<file path="src/rtl/uart_tx_scheduler_if.sv">
// Handshake bundle between the UART transmit scheduler and its neighbours
// (uart_rx echo source, heartbeat source, uart_tx).
interface uart_tx_scheduler_if #(
  parameter int DEPTH = 16
);
  localparam int CW = $clog2(DEPTH) + 1;

  logic          rx_dv;
  logic [7:0]    rx_byte;
  logic          hb_req;
  logic [7:0]    hb_byte;
  logic          tx_dv;
  logic [7:0]    tx_byte;
  logic          tx_active;
  logic          tx_done;
  logic [CW-1:0] fifo_count;
  logic          overflow;
  logic          busy;

  modport master (
    input  rx_dv, rx_byte, hb_req, hb_byte, tx_active, tx_done,
    output tx_dv, tx_byte, fifo_count, overflow, busy
  );

  modport slave (
    output rx_dv, rx_byte, hb_req, hb_byte, tx_active, tx_done,
    input  tx_dv, tx_byte, fifo_count, overflow, busy
  );
endinterface

</file>
<file path="src/rtl/uart_tx_scheduler.sv">
// Shares one uart_tx between the echo FIFO and the heartbeat byte.
// Optional: define UART_TX_SCHED_CRLF_EN to follow each echoed CR with an LF.
//
// state | meaning
// SYNC  | after reset, wait for uart_tx to finish any frame in flight
// IDLE  | arbitrate between echo FIFO and pending heartbeat
// SEND  | tx_dv pulse for the granted byte
// WAIT  | hold tx_byte until tx_done
// GAP   | one cycle for uart_tx to settle back to idle
module uart_tx_scheduler #(
  parameter int DEPTH   = 16,
  parameter int HB_FAIR = 1
) (
  input logic                 hwclk,
  input logic                 rst,
  uart_tx_scheduler_if.master bus
);
  localparam int AW = (DEPTH > 1) ? $clog2(DEPTH) : 1;
  localparam int CW = $clog2(DEPTH) + 1;

  typedef enum logic [2:0] {SYNC, IDLE, SEND, WAIT, GAP} state_t;

  state_t        state, state_nxt;
  logic [7:0]    mem [DEPTH];
  logic [AW-1:0] wr_ptr, rd_ptr;
  logic [CW-1:0] count;
  logic [7:0]    tx_byte_q;
  logic          ovf_q;
  logic          hb_pend;
  logic          rr_echo;
  logic          grant_echo, grant_hb;
  logic          push, pop, fifo_nempty;
`ifdef UART_TX_SCHED_CRLF_EN
  logic          cr_pend;
  logic          lf_ins;
`endif

  assign fifo_nempty = (count != '0);
  assign pop         = grant_echo;
  assign push        = bus.rx_dv && ((count < CW'(DEPTH)) || pop);

  always_ff @(posedge hwclk) begin
    if (rst) state <= SYNC;
    else     state <= state_nxt;
  end

  always_comb begin
    state_nxt  = state;
    grant_echo = 1'b0;
    grant_hb   = 1'b0;
`ifdef UART_TX_SCHED_CRLF_EN
    lf_ins     = 1'b0;
`endif
    case (state)
      SYNC: if (!bus.tx_active) state_nxt = IDLE;
      IDLE: begin
        if (fifo_nempty && hb_pend) begin
          // Round-robin tie break; rr_echo names the side that wins the next tie.
          if ((HB_FAIR != 0) && rr_echo) grant_echo = 1'b1;
          else                           grant_hb   = 1'b1;
        end else if (fifo_nempty) begin
          grant_echo = 1'b1;
        end else if (hb_pend) begin
          grant_hb = 1'b1;
        end
        if (grant_echo || grant_hb) state_nxt = SEND;
      end
      SEND: state_nxt = WAIT;
      WAIT: if (bus.tx_done) state_nxt = GAP;
      GAP: begin
`ifdef UART_TX_SCHED_CRLF_EN
        if (cr_pend) begin
          lf_ins    = 1'b1;
          state_nxt = SEND;
        end else begin
          state_nxt = IDLE;
        end
`else
        state_nxt = IDLE;
`endif
      end
      default: state_nxt = SYNC;
    endcase
  end

  always_ff @(posedge hwclk) begin
    if (push) mem[wr_ptr] <= bus.rx_byte;
  end

  always_ff @(posedge hwclk) begin
    if (rst) begin
      wr_ptr    <= '0;
      rd_ptr    <= '0;
      count     <= '0;
      ovf_q     <= 1'b0;
      hb_pend   <= 1'b0;
      rr_echo   <= 1'b1;
      tx_byte_q <= 8'h00;
`ifdef UART_TX_SCHED_CRLF_EN
      cr_pend   <= 1'b0;
`endif
    end else begin
      if (push) wr_ptr <= wr_ptr + AW'(1);
      if (pop)  rd_ptr <= rd_ptr + AW'(1);
      count <= count + CW'(push) - CW'(pop);
      if (bus.rx_dv && !push) ovf_q <= 1'b1;
      // A request landing on the grant cycle re-arms the flag.
      hb_pend <= bus.hb_req || (hb_pend && !grant_hb);
      if (grant_echo) begin
        tx_byte_q <= mem[rd_ptr];
        rr_echo   <= 1'b0;
      end
      if (grant_hb) begin
        tx_byte_q <= bus.hb_byte;
        rr_echo   <= 1'b1;
      end
`ifdef UART_TX_SCHED_CRLF_EN
      if (grant_echo) cr_pend <= (mem[rd_ptr] == 8'h0D);
      if (grant_hb)   cr_pend <= 1'b0;
      if (lf_ins) begin
        tx_byte_q <= 8'h0A;
        cr_pend   <= 1'b0;
      end
`endif
    end
  end

  assign bus.tx_dv      = (state == SEND) && !rst;
  assign bus.tx_byte    = tx_byte_q;
  assign bus.fifo_count = count;
  assign bus.overflow   = ovf_q;
  assign bus.busy       = (state != IDLE);
endmodule

</file>
<file path="src/flat_wrapper.sv">
// flat-port wrapper written by rule: the top's interface ports become plain ports
module uart_tx_scheduler_flat 
#(
  parameter int DEPTH   = 16,
  parameter int HB_FAIR = 1
)
  (hwclk, rst, bus_rx_dv, bus_rx_byte, bus_hb_req, bus_hb_byte, bus_tx_active, bus_tx_done, bus_tx_dv, bus_tx_byte, bus_fifo_count, bus_overflow, bus_busy);
  uart_tx_scheduler_if #(.DEPTH(DEPTH)) bus_i ();
  input logic hwclk;
  input logic rst;
  input wire logic [$bits(bus_i.rx_dv)-1:0] bus_rx_dv;
  input wire logic [$bits(bus_i.rx_byte)-1:0] bus_rx_byte;
  input wire logic [$bits(bus_i.hb_req)-1:0] bus_hb_req;
  input wire logic [$bits(bus_i.hb_byte)-1:0] bus_hb_byte;
  input wire logic [$bits(bus_i.tx_active)-1:0] bus_tx_active;
  input wire logic [$bits(bus_i.tx_done)-1:0] bus_tx_done;
  output wire logic [$bits(bus_i.tx_dv)-1:0] bus_tx_dv;
  output wire logic [$bits(bus_i.tx_byte)-1:0] bus_tx_byte;
  output wire logic [$bits(bus_i.fifo_count)-1:0] bus_fifo_count;
  output wire logic [$bits(bus_i.overflow)-1:0] bus_overflow;
  output wire logic [$bits(bus_i.busy)-1:0] bus_busy;
  assign bus_i.rx_dv = bus_rx_dv;
  assign bus_i.rx_byte = bus_rx_byte;
  assign bus_i.hb_req = bus_hb_req;
  assign bus_i.hb_byte = bus_hb_byte;
  assign bus_i.tx_active = bus_tx_active;
  assign bus_i.tx_done = bus_tx_done;
  assign bus_tx_dv = bus_i.tx_dv;
  assign bus_tx_byte = bus_i.tx_byte;
  assign bus_fifo_count = bus_i.fifo_count;
  assign bus_overflow = bus_i.overflow;
  assign bus_busy = bus_i.busy;
  uart_tx_scheduler #(.DEPTH(DEPTH), .HB_FAIR(HB_FAIR)) u_core (.hwclk(hwclk), .rst(rst), .bus(bus_i));
endmodule
</file>
<file path="config.mk">
export PLATFORM = sky130hd
export DESIGN_NAME = uart_tx_scheduler_flat
export DESIGN_NICKNAME = d
export VERILOG_FILES = /design/src/rtl/uart_tx_scheduler_if.sv /design/src/rtl/uart_tx_scheduler.sv /design/src/flat_wrapper.sv
export SDC_FILE = /design/constraint.sdc
export NUM_CORES = 1
export LEC_CHECK = 0
export BUFFER_PORTS_ARGS = -buffer_cell sky130_fd_sc_hd__buf_4
export CAP_MARGIN = 20
export CORE_MARGIN = 2
export CORE_UTILIZATION = 45
export CTS_CLUSTER_DIAMETER = 120
export DETAILED_ROUTE_END_ITERATION = 7
export PLACE_DENSITY = 0.65
export SLEW_MARGIN = 20
export SYNTH_ARGS = -nofsm -noshare
export SYNTH_HDL_FRONTEND = slang
export SYNTH_SLANG_ARGS = --single-unit
</file>
<file path="constraint.sdc">
create_clock -name hwclk -period 7.2 [get_ports hwclk]
set_input_delay 1.44 -clock hwclk [delete_from_list [all_inputs] [get_ports hwclk]]
set_output_delay 1.44 -clock hwclk [all_outputs]
set_load 0.01 [all_outputs]
</file>
==> metrics.md, run 1 <==
| Metric | Value |
|---|---|
| Fin crit period | `3550 ps` |
| CP Depth | `3` |
| Slowest cell delay on critical path | `270 ps` |
| Fmax | `282 MHz` |
| Slowest-stage cell, CP | `nor4b_1` |
| Count of cell types in the netlist | `45` |
| Rows | `43` |
| P per Cell Area | `320 nW/um^2` |
| Largest cells by area after synthesis | `edfxtp_1 61%, dfxtp_1 9.8%, mux4_2 8.5%, mux2i_1 2.7%, ha_1 2.2%` |
| Final net count | `453` |
| Die H | `123 um` |
| Cell mode on critical path | `buf_4` |
| Antenna Cells | `0` |
| Detail Route Antenna Nets | `0` |
| Maxcap violations | `0` |
| Final period utilization | `0.493` |
| Later-pin clock latency in the skew report | `410 ps` |
| CTS tree | `done` |
| DRC violations left | `0` |
| Starting Density | `0.459` |
| Top FF cell, synth | `edfxtp_1` |
| Logic pwr share | `0.179` |
| Post-synth EDFFs | `128` |
| Gate Count Post-Synth | `382` |
| #FFs+latches synth | `between 150 and 200` |
| Setup Skew | `5.52 ps` |
| Worst Path Required | `5760 ps` |
| Multi-input logic area | `1760 um^2` |
| Worst hold path type | `register to register` |
| Worst Setup Start Kind | `primary input` |
| Setup TNS | `0 ps` |
| Sequential share of the synthesized area | `0.703` |
| Status | `complete, no violations` |
| Type of the worst setup path | `primary input to output port` |
| WHS Path Cells | `2` |
| Fin. Hold Viols | `0` |
| Fill cell count | `1065` |
| Crit-path max FO | `31` |
| Post-place setup slack | `roughly 3700 ps` |
| Largest net degree at the start of global routing | `a little over 40` |
| CTS sink cnt | `159` |
| Iter 0 DRT Violations | `approximately 320` |
| Routability cong. | `slightly below 0.8` |
| Root Driver | `clkbuf_16` |
| Dpl hpwl | `8250 um` |
| Hold Buf Count CTS | `0` |
| Total Routing Usage GR | `0.185` |
| Vias in the first global route | `3564` |
| Max_slew headroom | `0.388` |
| Initial DRT Pass Iterations | `5` |
| Max Slew Vio Count | `0` |
| LEAKAGE | `0.00242 uW` |
| Synthesis Warnings | `0` |
| Post-cts repair resize count | `0` |
| Worst-Margin Slew | `914 ps` |
| Worst VDD drop | `0.000171 V` |
| Syn Nets | `416` |
| RSZ-0062 raised after global routing | `no` |
| Crit path arrival time | `around 2100 ps` |
| CP Buf/Inv Count | `2` |
| Via count | `approximately 3400` |
| WL per Instance | `20.9 um` |
| Core area | `13800 um^2` |
| Post-CTS Setup Repair Bufs | `0` |
| Worst setup EP type | `output port` |
| Seq pwr share | `0.470` |
| Share of cells above drive strength 1 | `0.243` |
| P_int | `around 1700 uW` |
| Vias/cell | `between 5 and 6` |
| Area leader, netlist | `edfxtp_1` |
| Switching power | `649 uW` |
| IO Port Bufs | `37` |
| Global-route wire length before repair | `19900 um` |
| Reg area | `4470 um^2` |
| Num CTS Buffers | `17` |
| Clock-pin slew on the worst setup and hold paths | `approximately 60 ps` |
| IO Count | `38` |
| Setup violations, final | `0` |
| Critical-path cell list | `buf_4, nor4b_1, buf_4` |
| Post-synthesis area per instance | `16.6 um^2` |
| Grt ovf | `0` |
| CP top delay family | `buffers and inverters` |
| Initial antenna violation count | `0` |
| Clk buf depth | `2` |
| Final WL | `~13000 um` |
| Mapped Area | `6350 um^2` |
| Area share of the largest cell type after synthesis | `0.605` |
| Top-count cell post-synth | `edfxtp_1` |
| Post-synth top cells | `128 x edfxtp_1, 31 x dfxtp_1, 26 x nor2_1` |
| Chip width | `123 um` |
| Net Sw Frac | `0.276` |
| Htree depth | `4` |
| Asr flop ratio synth | `0` |
| DIE AREA | `approximately 15000 um^2` |
| Setup WS post-layout | `~3700 ps` |
| Synth-to-layout area growth | `15.6%` |
| Clock Power Share | `0.351` |
| Worst Reg-to-Reg Cells | `13` |
## per-stage QoR
stage / cell area [um^2] / power (uW) / cells / util / hold WS (ps)
final: 7340 / 2350 / 612 / 0.531 / 482
after global routing: 7340 / 2460 / 612 / 0.531 / 550
after CTS: 7340 / 2370 / 612 / 0.531 / 494
after detailed placement: 6780 / 1550 / 580 / 0.490 / 475
after global placement: 6770 / 1530 / 580 / 0.489 / 474
after floorplan: 6350 / 1400 / 382 / - / 465
## tightest hold or removal path, delay by kind of cell (launching register included)
| kind | cells | cell delay [ps] |
|---|---|---|
| AOI/OAI and AO/OA | 1 | 40 |
| DFF | 1 | 330 |
| and+or+nand+nor | 1 | 80 |
## final cells by class
type                            count  area share
Sequential cell                   159       0.608
Multi-Input combinational cell    190       0.239
Clock buffer                       18      0.0585
Timing Repair Buffer               39      0.0399
Tap cell                          180      0.0307
Clock inverter                     14      0.0172
Inverter                           12     0.00614
## sequential cells by signal (all words and copies together), names as in the netlist, named ones only
signal                 count
u_core.mem               128
u_core.bus.tx_byte         8
u_core.bus.fifo_count      5
u_core.rd_ptr              4
u_core.wr_ptr              4
u_core.state               3
u_core.bus.overflow        1
u_core.hb_pend             1
u_core.rr_echo             1
## placed cells by master, fill, tap and decap left out, types with 4 or more instances in the layout
| cell type | Yosys | routed |
|---|---|---|
| a211oi_1 | 15 | 15 |
| a21oi_1 | 9 | 9 |
| a22oi_1 | 8 | 8 |
| buf_4 | 3 | 39 |
| clkbuf_16 | 0 | 17 |
| clkinvlp_4 | 0 | 4 |
| dfxtp_1 | 31 | 30 |
| edfxtp_1 | 128 | 128 |
| ha_1 | 11 | 11 |
| inv_1 | 12 | 12 |
| inv_6 | 0 | 5 |
| mux2i_1 | 17 | 17 |
| mux4_2 | 24 | 24 |
| nand3_1 | 8 | 8 |
| nor2_1 | 26 | 26 |
| nor2b_1 | 6 | 6 |
| nor3_2 | 0 | 4 |
| o21ai_0 | 5 | 5 |
| o22ai_1 | 16 | 16 |
## final timing paths
check	startpoint	endpoint	slack, ps
min	u_core.bus.overflow	u_core.bus.overflow	480
min reg2reg	u_core.bus.overflow	u_core.bus.overflow	480
max reg2reg	u_core.bus.fifo_count[2]	u_core.bus.fifo_count[4]	4090
max	rst	bus_tx_dv	3650
## kinds of logic (layout without fill, tap and decap cells)
group / after synthesis / after routing / share of synthesized area
flip-flops: 159 / 159 / 0.703
AND/OR/NAND/NOR: 67 / 67 / 0.0589
AO/OA/AOI/OAI: 63 / 63 / 0.0674
multiplexers: 43 / 43 / 0.115
buffers and inverters: 33 / 83 / 0.0234
adder cells (fa/ha/maj): 12 / 12 / 0.0248
XOR/XNOR: 5 / 5 / 0.00690
## power groups by stage
stage | combinational (uW) | sequential [uW] | clock [uW]
after floorplan | 292 | 1110 | 0
after global placement | 404 | 1120 | 0
after detailed placement | 420 | 1130 | 0
after CTS | 423 | 1110 | 839
after global routing | 470 | 1110 | 876
final | 421 | 1100 | 824
## routing by layer
metal	GRT usage	wire, um
met5	0	0
met4	0.0618	197
met3	0.0404	580
met2	0.299	6320
met1	0.250	5670
(Power assumes the default switching activity.)
==> inputs of run 2 (changes only) <==
PLACE_DENSITY = 0.67   (was 0.65)
clock period = 2.84 ns   (was 7.2 ns; I/O delays follow)
==> run 2 against run 1 <==
Effect of this change:
- sequential power grew to 2.5 times the previous value
- clock power increased to 2.6 times the previous value
- die area unchanged
- cell count is 3.1% higher
- worst setup slack worse by 3500 ps
- sequential share of layout area is 1.6 points lower
- hold slack lost 120 ps
- non-clock buffer count increased by 20
==> metrics.md, run 2 (synthesis gave the netlist of run 1 again) <==
| Metric | Value |
|---|---|
| Detail Route Antenna Nets | `0 (unchanged)` |
| Max Slew Vio Count | `0 (unchanged)` |
| Status | `complete, no violations (unchanged)` |
| Setup Skew | `8.81 ps (was 5.52 ps)` |
| Final WL | `13200 um (was 12800 um)` |
| Iter 0 DRT Violations | `418 (was 317)` |
| P per Cell Area | `816 nW/um^2 (was 320 nW/um^2)` |
| Clock-pin slew on the worst setup and hold paths | `60 ps (about the same)` |
| Net Sw Frac | `0.275 (was 0.276)` |
| Hold_sp | `bus_hb_req (was u_core.bus.overflow)` |
| Dpl hpwl | `8310 um (was 8250 um)` |
| Total power | `6160 uW (was 2350 uW)` |
| Rows | `43 (unchanged)` |
| Fin crit period | `~2700 ps` |
| Type of the worst setup path | `register to register (was primary input to output port)` |
| IO Count | `38 (unchanged)` |
| Worst hold path type | `primary input to register (was register to register)` |
| Later-pin clock latency in the skew report | `420 ps (was 410 ps)` |
| Max reg flops | `128 (unchanged)` |
| DRC violations left | `0 (unchanged)` |
| Crit path arrival time | `3080 ps (was 2110 ps)` |
| Fmax | `366 MHz` |
| Clock Power Share | `0.348 (was 0.351)` |
| Hold WS | `358 ps (was 482 ps)` |
| Seq pwr share | `0.455 (was 0.470)` |
| Commonest non-fill, non-tap cell in the layout | `edfxtp_1 (unchanged)` |
| Routability cong. | `0.774 (was 0.794)` |
| Setup TNS | `0 ps (unchanged)` |
| Vias in the first global route | `3512 (was 3564)` |
| Vias/cell | `5.59 (was 5.56)` |
| Clk buf depth | `2 (unchanged)` |
| Final period utilization | `0.962` |
| Total Routing Usage GR | `0.186 (was 0.185)` |
| CTS sink cnt | `159 (unchanged)` |
| Setup violations, final | `0 (unchanged)` |
| Dpl cell area | `6920 um^2 (was 6780 um^2)` |
| LEAKAGE | `0.00251 uW (was 0.00242 uW)` |
| Most frequent cells in the layout | `128 x edfxtp_1, 58 x buf_4, 28 x dfxtp_1, 26 x nor2_1, 24 x mux4_2 (was 128 x edfxtp_1, 39 x buf_4, 30 x dfxtp_1, 26 x nor2_1, 24 x mux4_2)` |
| Worst Path Required | `3190 ps (was 5760 ps)` |
| DIE AREA | `15100 um^2 (unchanged)` |
| Initial DRT Pass Iterations | `4 (was 5)` |
| Crit-path max FO | `3 (was 31)` |
| Root Driver | `clkbuf_16 (unchanged)` |
| Antenna Cells | `0 (unchanged)` |
| Core area | `13800 um^2 (unchanged)` |
| Share of cells above drive strength 1 | `0.293 (was 0.243)` |
| IO Port Bufs | `37 (unchanged)` |
| Chip width | `123 um (unchanged)` |
| Fin area | `7540 um^2 (was 7340 um^2)` |
| Switching power | `1700 uW (was 649 uW)` |
| CTS tree | `done (unchanged)` |
| Global-route wire length before repair | `20000 um (was 19900 um)` |
| Max_slew headroom | `0.500 (was 0.388)` |
| Final core occ | `0.545 (was 0.531)` |
| P_int | `4460 uW (was 1700 uW)` |
| Grt ovf | `0 (unchanged)` |
| Worst-Margin Slew | `749 ps (was 914 ps)` |
| Fin. Hold Viols | `0 (unchanged)` |
| Crit. Startpoint | `u_core.bus.fifo_count[3] (was rst)` |
| Logic pwr share | `0.196 (was 0.179)` |
| Htree depth | `4 (unchanged)` |
| Largest net degree at the start of global routing | `32 (was 41)` |
| Num CTS Buffers | `17 (unchanged)` |
| Worst setup EP type | `register (was output port)` |
| R2R Path Start | `u_core.bus.fifo_count[3] (was u_core.bus.fifo_count[2])` |
| Worst Setup Start Kind | `register (was primary input)` |
| Die H | `123 um (unchanged)` |
| Initial antenna violation count | `0 (unchanged)` |
| WL per Instance | `21.0 um (was 20.9 um)` |
| Maxcap violations | `0 (unchanged)` |
| Worst VDD drop | `0.000446 V (was 0.000171 V)` |
| Starting Density | `0.459 (unchanged)` |
| Via count | `3528 (was 3403)` |
| Synth-to-layout area growth | `18.8% (was 15.6%)` |
| Final net count | `473 (was 453)` |
| Largest Register | `u_core.mem (unchanged)` |
[run 2: cell count changes in the layout (fill, tap and decap cells not counted), moves of 2 or more]
cell,delta
dfxtp_2,+2
a21oi_2,+2
inv_2,+4
a21oi_1,-2
ha_4,+3
dfxtp_1,-2
nor3_2,-4
nor3_1,+4
buf_4,+19
clkinvlp_4,-2
ha_1,-3
inv_1,-4
[run 2: area by class of cell]
| cell class | count | area [um^2] |
|---|---|---|
| clock buffers | 17 | 425 |
| clock inverters | 14 | 131 |
| fillers | 1058 | 6280 |
| inverters | 12 | 45.0 |
| multi-input cells | 190 | 1790 |
| flip-flops and latches | 159 | 4470 |
| well taps | 180 | 225 |
| repair buffers | 59 | 455 |
[run 2: through the flow]
stage | worst slack (ps) | instances
after global placement | 129 | 597
final | 108 | 631
after floorplan | 11.7 | 382
after detailed placement | 7.76 | 597
after global routing | -10.2 | 631
after CTS | 26.1 | 629
[run 2: what timing repair did]
| item | 4_1_cts | 5_1_grt |
|---|---|---|
| gates resized for setup | 0 | 13 |
| hold endpoints to repair | 0 | 0 |
| hold buffers | 0 | 0 |
| pin swaps | 0 | 5 |
| setup endpoints to repair | 1 | 1 |
| buffers inserted | 1 | 2 |
[run 2: layer usage]
metal  GRT usage  up-vias  wire length (um)
li1            -     1622                 -
met1       0.264     1786              5890
met2       0.280      102              6340
met3      0.0451       18               807
met4      0.0682        0               208
met5           0        -                 0
[run 2: power groups by stage]
stage	Sequential (uW)	Combinational (uW)	Clock, uW
floorplan	2820	757	0
CTS	2800	1120	2180
global placement	2840	1060	0
detailed placement	2850	1100	0
finish	2800	1210	2140
global route	2830	1310	2270
[run 2: worst max-delay path, cell delays in order (launching register included)]
cell and delay, ps:
dfxtp_2 330, inv_2 70, ha_4 120, or4b_4 470, nand3_4 80, inv_2 50, ha_4 250, inv_2 30
ha_4 150, fa_2 370, a21oi_2 140, nor2_1 60, or3_1 380, a21oi_2 130
[run 2: worst paths after layout]
check	slack (ps)	cells past startpoint	end
hold reg to reg	490	2	u_core.bus.overflow
setup reg to reg	110	13	u_core.bus.fifo_count[4]
hold / removal	360	3	u_core.hb_pend
setup / recovery	110	13	u_core.bus.fifo_count[4]
==> inputs of run 3 (changes only) <==
CELL_PAD_IN_SITES_DETAIL_PLACEMENT = 0   (was not set)
CELL_PAD_IN_SITES_GLOBAL_PLACEMENT = 1   (was not set)
PLACE_DENSITY = 0.76   (was 0.67)
==> run 3 against run 2 <==
Effect of this change:
- global-route usage fell by 0.50 points
- die area did not move
- final area rose by 0.98%
- hold slack got worse by 0.62 ps
- sequential share of layout area fell by 0.57 points
- utilization rose by 0.53 points
- cell count rose by 0.63%
- non-clock buffer count rose by 3
- via count fell by 0.14%
- worst setup slack got worse by 34 ps
- clock power rose by 11%
- sequential cell count did not move
- largest cell class unchanged
==> metrics.md, run 3 (synthesis gave the netlist of run 1 again) <==
| Metric | Value |
|---|---|
| Status | `complete, no violations (unchanged)` |
| Chip width | `123 um (unchanged)` |
| DRC violations left | `0 (unchanged)` |
| Max_slew headroom | `0.473 (was 0.500)` |
| Clock-pin slew on the worst setup and hold paths | `60 ps (about the same)` |
| Clock Power Share | `0.373 (was 0.348)` |
| Clk buf depth | `2 (unchanged)` |
| Type of the worst setup path | `register to register (unchanged)` |
| Htree depth | `4 (unchanged)` |
| Largest Register | `u_core.mem (unchanged)` |
| R2R Path Start | `u_core.bus.fifo_count[3] (unchanged)` |
| Worst Reg-to-Reg Cells | `13 (unchanged)` |
| Switching power | `1660 uW (was 1700 uW)` |
| Post-place setup slack | `8.40 ps (was 7.76 ps)` |
| Iter 0 DRT Violations | `402 (was 418)` |
| Vias in the first global route | `3487 (was 3512)` |
| Hold Buf Count CTS | `0 (unchanged)` |
| Crit-path max FO | `2 (was 3)` |
| Fmax | `361 MHz (was 366 MHz)` |
| Die H | `123 um (unchanged)` |
| Critical-path cell list | `inv_2, ha_2, or4b_4, nand3_4, inv_1, ha_4, inv_2, ha_4, fa_2, a21oi_2, nor2_1, or3_1, a21oi_2 (was inv_2, ha_4, or4b_4, nand3_4, inv_2, ha_4, inv_2, ha_4, fa_2, a21oi_2, nor2_1, or3_1, a21oi_2)` |
| P_int | `4730 uW (was 4460 uW)` |
| IO Count | `38 (unchanged)` |
| WL per Instance | `20.6 um (was 21.0 um)` |
| Initial antenna violation count | `0 (unchanged)` |
| Grt ovf | `0 (unchanged)` |
| Worst-Margin Slew | `789 ps (was 749 ps)` |
| Slowest cell delay on critical path | `480 ps (was 470 ps)` |
| Routability cong. | `0.768 (was 0.774)` |
| Global-route wire length before repair | `19300 um (was 20000 um)` |
| Max Slew Vio Count | `0 (unchanged)` |
| FF-to-FF End | `u_core.bus.fifo_count[4] (unchanged)` |
| Core area | `13800 um^2 (unchanged)` |
| Fin crit period | `2770 ps (was 2730 ps)` |
| Final net count | `476 (was 473)` |
| Fin area | `7620 um^2 (was 7540 um^2)` |
| Share of cells above drive strength 1 | `0.290 (was 0.293)` |
| Final period utilization | `0.974 (was 0.962)` |
| Dpl hpwl | `8080 um (was 8310 um)` |
| Worst R2R Setup Slack | `70 ps (was 110 ps)` |
| Worst Path Required | `3200 ps (was 3190 ps)` |
| Largest net degree at the start of global routing | `32 (unchanged)` |
| Total Routing Usage GR | `0.181 (was 0.186)` |
| Most frequent cells in the layout | `128 x edfxtp_1, 61 x buf_4, 28 x dfxtp_1, 26 x nor2_1, 24 x mux4_2 (was 128 x edfxtp_1, 58 x buf_4, 28 x dfxtp_1, 26 x nor2_1, 24 x mux4_2)` |
| Initial DRT Pass Iterations | `4 (unchanged)` |
| Seq pwr share | `0.438 (was 0.455)` |
| CTS sink cnt | `159 (unchanged)` |
| Worst hold path type | `primary input to register (unchanged)` |
| Num CTS Buffers | `17 (unchanged)` |
| Setup Skew | `6.67 ps (was 8.81 ps)` |
| Max reg flops | `128 (unchanged)` |
| IO Port Bufs | `37 (unchanged)` |
| Slowest-stage cell, CP | `or4b_4 (unchanged)` |
| Crit. Startpoint | `u_core.bus.fifo_count[3] (unchanged)` |
| Worst setup EP type | `register (unchanged)` |
| Maxcap violations | `0 (unchanged)` |
| Hold WS | `357 ps (was 358 ps)` |
| Final WL | `13100 um (was 13200 um)` |
| Final core occ | `0.551 (was 0.545)` |
| Crit path arrival time | `3120 ps (was 3080 ps)` |
| DIE AREA | `15100 um^2 (unchanged)` |
| Via count | `3523 (was 3528)` |
| Worst VDD drop | `0.000428 V (was 0.000446 V)` |
| Fin. Hold Viols | `0 (unchanged)` |
| Root Driver | `clkbuf_16 (unchanged)` |
| CTS tree | `done (unchanged)` |
| Detail Route Antenna Nets | `0 (unchanged)` |
| Starting Density | `0.459 (unchanged)` |
| Antenna Cells | `0 (unchanged)` |
| Setup violations, final | `0 (unchanged)` |
| Fin cells | `635 (was 631)` |
| Rows | `43 (unchanged)` |
| Net Sw Frac | `0.259 (was 0.275)` |
| Setup WS post-layout | `73.5 ps (was 108 ps)` |
| Post-Place Cells | `599 (was 597)` |
| Later-pin clock latency in the skew report | `420 ps (about the same)` |
| P per Cell Area | `838 nW/um^2 (was 816 nW/um^2)` |
| Commonest non-fill, non-tap cell in the layout | `edfxtp_1 (unchanged)` |
| CP endpoint | `u_core.bus.fifo_count[4] (unchanged)` |
| Logic pwr share | `0.189 (was 0.196)` |
| Worst Setup Start Kind | `register (unchanged)` |
| Dpl cell area | `6930 um^2 (was 6920 um^2)` |
| Synth-to-layout area growth | `19.9% (was 18.8%)` |
| LEAKAGE | `0.00255 uW (was 0.00251 uW)` |
| Vias/cell | `5.55 (was 5.59)` |
-- run 3: stage by stage --
stage / power (uW) / setup TNS [ps]
6_report: 6380 / 0
2_1_floorplan: 3580 / 0
5_1_grt: 6650 / -26.5
3_3_place_gp: 3920 / 0
3_5_place_dp: 3960 / 0
4_1_cts: 6350 / 0
-- run 3: what timing repair did --
action / CTS / global route
resized for setup: 0 / 11
endpoints found under the hold margin: 0 / 0
pin swaps: 0 / 4
buffers inserted: 1 / 3
setup endpoints to repair: 1 / 1
-- run 3: how the worst min path moves through the flow --
stage                             start  slack (ps)                  end  depth (start not counted)
global route                 bus_hb_req         400       u_core.hb_pend                          3
floorplan              u_core.rd_ptr[3]         460             register                          2
global placement    u_core.bus.overflow         470  u_core.bus.overflow                          2
detailed placement  u_core.bus.overflow         470  u_core.bus.overflow                          2
finish                       bus_hb_req         360       u_core.hb_pend                          3
CTS                          bus_hb_req         340       u_core.hb_pend                          3
-- run 3: layout make-up --
class | instances | area [um^2]
multi-input cells | 190 | 1780
well taps | 180 | 225
repair buffers | 62 | 478
fillers | 1077 | 6210
inverters | 12 | 45.0
clock buffers | 19 | 433
flip-flops and latches | 159 | 4470
clock inverters | 13 | 185
-- run 3: power groups by stage --
stage | Sequential [uW] | Combinational (uW) | Clock (uW)
2_1_floorplan | 2820 | 757 | 0
3_3_place_gp | 2840 | 1080 | 0
3_5_place_dp | 2850 | 1120 | 0
4_1_cts | 2800 | 1140 | 2420
5_1_grt | 2820 | 1320 | 2510
6_report | 2800 | 1210 | 2380
-- run 3: layer usage --
layer,vias up,GRT usage,share of wire
li1,1627,-,-
met1,1781,0.236,0.43
met2,91,0.293,0.50
met3,24,0.0437,0.049
met4,0,0.0740,0.021
met5,-,0,0
-- run 3: critical path, delay by kind of cell, from the launching register on --
kind,cells,cell delay [ps]
fa+ha+maj,4,950
simple gates,4,1010
buf+inv,3,160
flops,1,320
compound gates,2,270
